==> src/rtl/score_step_driver.sv <==
// Step-pulse initiator for the chained BCD digit counters, with a BCD mirror of the chain value.
// Optional SCORE_STEP_SAT_EN: saturate at all-9s / zero instead of wrapping.
module score_step_driver #(
  parameter int DIGITS = 2,
  parameter int AW     = 8,
  parameter int GAP    = 1
) (
  input  logic                  clock,
  input  logic                  reset,
  input  logic                  req,
  input  logic                  dir,
  input  logic [AW-1:0]         amount,
  output logic                  ack,
  output logic                  busy,
  output logic                  up,
  output logic                  down,
  output logic                  done,
  output logic [4*DIGITS-1:0]   value
);

  localparam int GW = (GAP > 1) ? $clog2(GAP) : 1;
  localparam logic [GW-1:0] GAP_LAST = GW'(GAP - 1);

  typedef enum logic [1:0] {S_IDLE, S_NULL, S_PULSE, S_GAP} state_t;

  state_t              state;
  logic                dir_q;
  logic [AW-1:0]       remaining;
  logic [GW-1:0]       gcnt;
  logic [4*DIGITS-1:0] val_inc;
  logic [4*DIGITS-1:0] val_dec;
  logic                cy;
  logic                bw;
  logic [3:0]          d;
  logic                pulse_dir;
  logic                sat_now;

  // Ripple BCD +1 / -1 over all digits; all-9s and all-0s wrap.
  always_comb begin
    val_inc = value;
    val_dec = value;
    cy      = 1'b1;
    bw      = 1'b1;
    d       = 4'd0;
    for (int i = 0; i < DIGITS; i++) begin
      d = value[4*i +: 4];
      if (cy) begin
        if (d == 4'd9) val_inc[4*i +: 4] = 4'd0;
        else begin
          val_inc[4*i +: 4] = d + 4'd1;
          cy = 1'b0;
        end
      end
      if (bw) begin
        if (d == 4'd0) val_dec[4*i +: 4] = 4'd9;
        else begin
          val_dec[4*i +: 4] = d - 4'd1;
          bw = 1'b0;
        end
      end
    end
  end

  // Direction of the pulse about to be launched: fresh input on acceptance, latched otherwise.
  assign pulse_dir = (state == S_IDLE) ? dir : dir_q;

`ifdef SCORE_STEP_SAT_EN
  localparam logic [4*DIGITS-1:0] ALL9 = {DIGITS{4'h9}};
  assign sat_now = pulse_dir ? (value == ALL9) : (value == '0);
`else
  assign sat_now = 1'b0;
`endif

  // Outputs are registered alongside the state they belong to, so each output
  // is high exactly during the cycle its state is current.
  always_ff @(posedge clock) begin
    if (reset) begin
      state     <= S_IDLE;
      dir_q     <= 1'b0;
      remaining <= '0;
      gcnt      <= '0;
      value     <= '0;
      ack       <= 1'b0;
      busy      <= 1'b0;
      up        <= 1'b0;
      down      <= 1'b0;
      done      <= 1'b0;
    end else begin
      ack  <= 1'b0;
      up   <= 1'b0;
      down <= 1'b0;
      done <= 1'b0;
      case (state)
        S_IDLE: begin
          if (req) begin
            dir_q     <= dir;
            remaining <= amount;
            ack       <= 1'b1;
            busy      <= 1'b1;
            if (amount == '0) begin
              state <= S_NULL;
              done  <= 1'b1;
            end else begin
              state <= S_PULSE;
              up    <= pulse_dir & ~sat_now;
              down  <= ~pulse_dir & ~sat_now;
              done  <= (amount == AW'(1)) | sat_now;
            end
          end
        end
        S_NULL: begin
          state <= S_IDLE;
          busy  <= 1'b0;
        end
        S_PULSE: begin
          if (up)   value <= val_inc;
          if (down) value <= val_dec;
          // done here also covers a suppressed (saturated) pulse, which ends the request.
          remaining <= done ? '0 : remaining - AW'(1);
          gcnt      <= GAP_LAST;
          state     <= S_GAP;
        end
        default: begin
          if (gcnt != '0) begin
            gcnt <= gcnt - GW'(1);
          end else if (remaining != '0) begin
            state <= S_PULSE;
            up    <= pulse_dir & ~sat_now;
            down  <= ~pulse_dir & ~sat_now;
            done  <= (remaining == AW'(1)) | sat_now;
          end else begin
            state <= S_IDLE;
            busy  <= 1'b0;
          end
        end
      endcase
    end
  end

endmodule

==> config.mk <==
export PLATFORM = sky130hd
export DESIGN_NAME = score_step_driver
export DESIGN_NICKNAME = d
export VERILOG_FILES = /design/src/rtl/score_step_driver.sv
export SDC_FILE = /design/constraint.sdc
export NUM_CORES = 1
export LEC_CHECK = 0
export CAP_MARGIN = 20
export CORE_UTILIZATION = 52
export CTS_CLUSTER_DIAMETER = 100
export DETAILED_ROUTE_END_ITERATION = 10
export HOLD_SLACK_MARGIN = 0.12
export PLACE_DENSITY = 0.75
export RECOVER_POWER = 25
export SYNTH_ARGS = -nofsm -noshare
export SYNTH_HDL_FRONTEND = slang
export SYNTH_SLANG_ARGS = --single-unit
==> constraint.sdc <==
create_clock -name clock -period 2.2 [get_ports clock]
set_clock_uncertainty 0.15 [all_clocks]
set_input_delay 0.44 -clock clock [delete_from_list [all_inputs] [get_ports clock]]
set_output_delay 0.44 -clock clock [all_outputs]
set_load 0.01 [all_outputs]
==> impl_metrics.csv <==
group,metric,value,unit
layout,num_antenna_cells,0,
grt,antenna_found_initial,0,
pwr,comb_power_share,46.5,%
setup_path,crit_chain,"clkdlybuf4s50_1",
synth,synth_cell_type_count,42,
synth,async_flop_share,0,%
placement,hpwl,2380,microns
synth,mappedNetlistArea,0.00142,sq mm
setup_path,crit_arrival,1.43,ns
route,postRouteWirelength,3230,microns
grt,grt_pass1_vias,1189,
pwr,pwr-share-seq,40.9,%
floorplan,die_x,54.2,microns
clocking,cts_hold_buffers,0,
layout,utilization,69.0,%
clocking,clk_pin_slew,0.12,ns
setup_path,cp_data_required_time,1.61,ns
grt,grt_pass1_wl,4980,microns
sta,worst_slack,0.182,ns
status,outcome,"finished, final reports clean",
grt,grt_max_degree,19,
synth,syn_nets,190,
setup_path,worst-setup-path-type,"flop to output pin",
layout,final_layout_size_suffix_gt1_share,8.46,%
layout,areaGrowthSynthToFinish,22.7,%
clocking,clk_latency,0.30,ns
grt,busiest_layer,"met2",
synth,synth_top_flop_cell,"dfxtp_1",
pwr,p_switching,0.575,mW
grt,gr-total-overflow,0,
layout,multi_input_area,881,sq um
pwr,power_per_cell_area,840,mW/mm^2
placement,gp_congestion,0.843,
route,vias,1406,
pwr,static-leakage-power,0.597,nW
synth,ys_ff_latch,24,
sta,worstMarginPinSlew,0.544,ns
layout,design_area,0.00174,sq mm
clocking,cts_tree,"built",
layout,fillers,220,
placement,place_area,0.00173,sq mm
clocking,ctsResizeCount,0,
floorplan,row_count,18,
placement,dp_slack,0.161,ns
sta,rsz0062_at_grt,"false",
layout,nets,218,
sta,finalSetupTns,0,ns
setup_path,end_kind,"output pin",
sta,period_share,91.7,%
setup_path,startpoint_type,"flop",
sta,fmax,0.496,GHz
synth,synth_enable_flop_cells,0,
sta,maxSlewHeadroom,63.6,%
grt,use_met3,2.78,%
clocking,clk_path_buf_depth,2,
synth,netlist_instances,175,
clocking,cts_root_buf,"clkbuf_4",
grt,met2_usage,40.9,%
layout,seq_area,480,sq um
run,max_cap_violations,0,
clocking,cts_max_level,1,
floorplan,die_area,0.00294,sq mm
sta,slew_viol_final,0,
pwr,vdd_drop_max,592,uV
setup_path,cp_max_fo,10,
sta,final-setup-viol-count,0,
setup_path,crit_buf_inv,1,
route,wl_per_cell,14.0,microns
sta,hold_viol,0,
route,ant_nets,0,
synth,syn_area_per_cell,8.11,sq um
floorplan,floorplan.initialDensity,56.3,%
pwr,p_clk_share,12.6,%
grt,met1_usage,27.3,%
floorplan,die_y,54.2,microns
setup_path,crit_path_top_delay_cell,"clkdlybuf4s50_1",
grt,grt.total_usage,23.4,%
pwr,power.internal,0.886,mW
route,vias_per_cell,6.09,
placement,io_buffers,24,
route,drt_iter0_markers,44,
sta,min_period,2.02,ns
clocking,cts_setup_buffers,0,
synth,ys_warn_count,0,
pwr,p_sw_share,39.4,%
route,drc,0,
floorplan,coreArea,0.00252,sq mm
floorplan,io_pins,25,
clocking,clock_sinks,24,
sta,whs,0.341,ns
setup_path,slowest_delay,0.60,ns
setup_path,worst_path_dominant_cell_family,"buffers and inverters",
synth,yosysSeqAreaShare,33.9,%
route,drtPass1Iterations,4,
hold_path,hold_class,"flop to flop",
clocking,numCtsBuffers,3,
synth_stat cells (all sizes together) (3+ instances only):
cell type	n	area share, %
dfxtp	24	34
nor2	18	4.8
a21oi	11	3.9
nand2	10	2.6
clkbuf	9	2.4
o21ai	8	2.8
nand3b	7	3.7
nor2b	7	3.1
nor3	7	2.5
inv	5	1.3
nand2b	5	2.2
nand3	5	1.8
a211oi	4	2.1
a22oi	4	2.1
a311oi	3	1.9
a31oi	3	1.3
ha	3	2.6
nor4	3	1.3
o22ai	3	1.3
or3b	3	2.0
xnor2	3	1.9
worst register-to-register path: cells and delay by family (launching register included):
kind / cells / cell delay [ns]
DFF: 1 / 0.41
and+or+nand+nor: 1 / 0.41
AOI/OAI and AO/OA: 3 / 0.92
area by class of cell:
class / count / share of cell area, %
Multi-Input combinational cell: 136 / 50.6
Inverter: 5 / 1.08
Tap cell: 30 / 2.16
Timing Repair Buffer: 33 / 17.3
Clock buffer: 3 / 1.29
Sequential cell: 24 / 27.6
placed cells by master (no fill, tap or decap), types with 4 or more instances in the layout:
cell type	n
o21ai_0	8
nor2_1	18
nand2b_1	5
nand3b_1	7
a21oi_1	11
dfxtp_1	24
nor2b_1	7
nand2_1	10
clkdlybuf4s50_1	22
buf_4	7
nor3_1	7
inv_1	5
a22oi_1	4
nand3_1	5
a211oi_1	4
through the flow:
stage / power (mW) / instances
floorplan: 1.06 / 175
global placement: 1.27 / 228
detailed placement: 1.29 / 228
CTS: 1.47 / 231
global route: 1.56 / 231
finish: 1.46 / 231
power by group through the flow:
stage               sequential [mW]  combinational (mW)  clock, mW
floorplan                     0.575               0.482          0
finish                        0.598               0.679      0.184
global route                  0.606               0.745      0.213
detailed placement            0.604               0.681          0
CTS                           0.595               0.685      0.193
global placement              0.600               0.666          0
final timing paths:
check	cells after the start	startpoint	endpoint	slack, ns
worst max-delay path	1	value[2]	value[2]	0.18
worst min-delay path	2	remaining[4]	remaining[4]	0.34
worst max register to register	4	value[3]	value[6]	0.23
worst min register to register	2	remaining[4]	remaining[4]	0.34
registers in the layout (all words and copies together), names as in the netlist:
signal     flops
remaining      8
state          2
dir_q          1
done           1
down           1
busy           1
value          8
ack            1
up             1
per-layer routing:
metal  up-vias  wire [microns]
met5         -               0
met4         0              55
met3         6             123
met2        45            1620
met1       649            1420
li1        706               -
kinds of logic (layout without fill, tap and decap cells):
kind of cell,Yosys count,after routing,share of synthesized area (%)
AOI/OAI and AO/OA,52,52,26.5
xor gates and xnor gates,5,5,3.09
DFF,24,24,33.9
and+or+nand+nor,73,73,27.7
buffers and inverters,15,41,4.06
adders and majority gates,3,3,2.65
muxes,3,3,2.20
No activity file was read; power rests on OpenSTA's default activity.
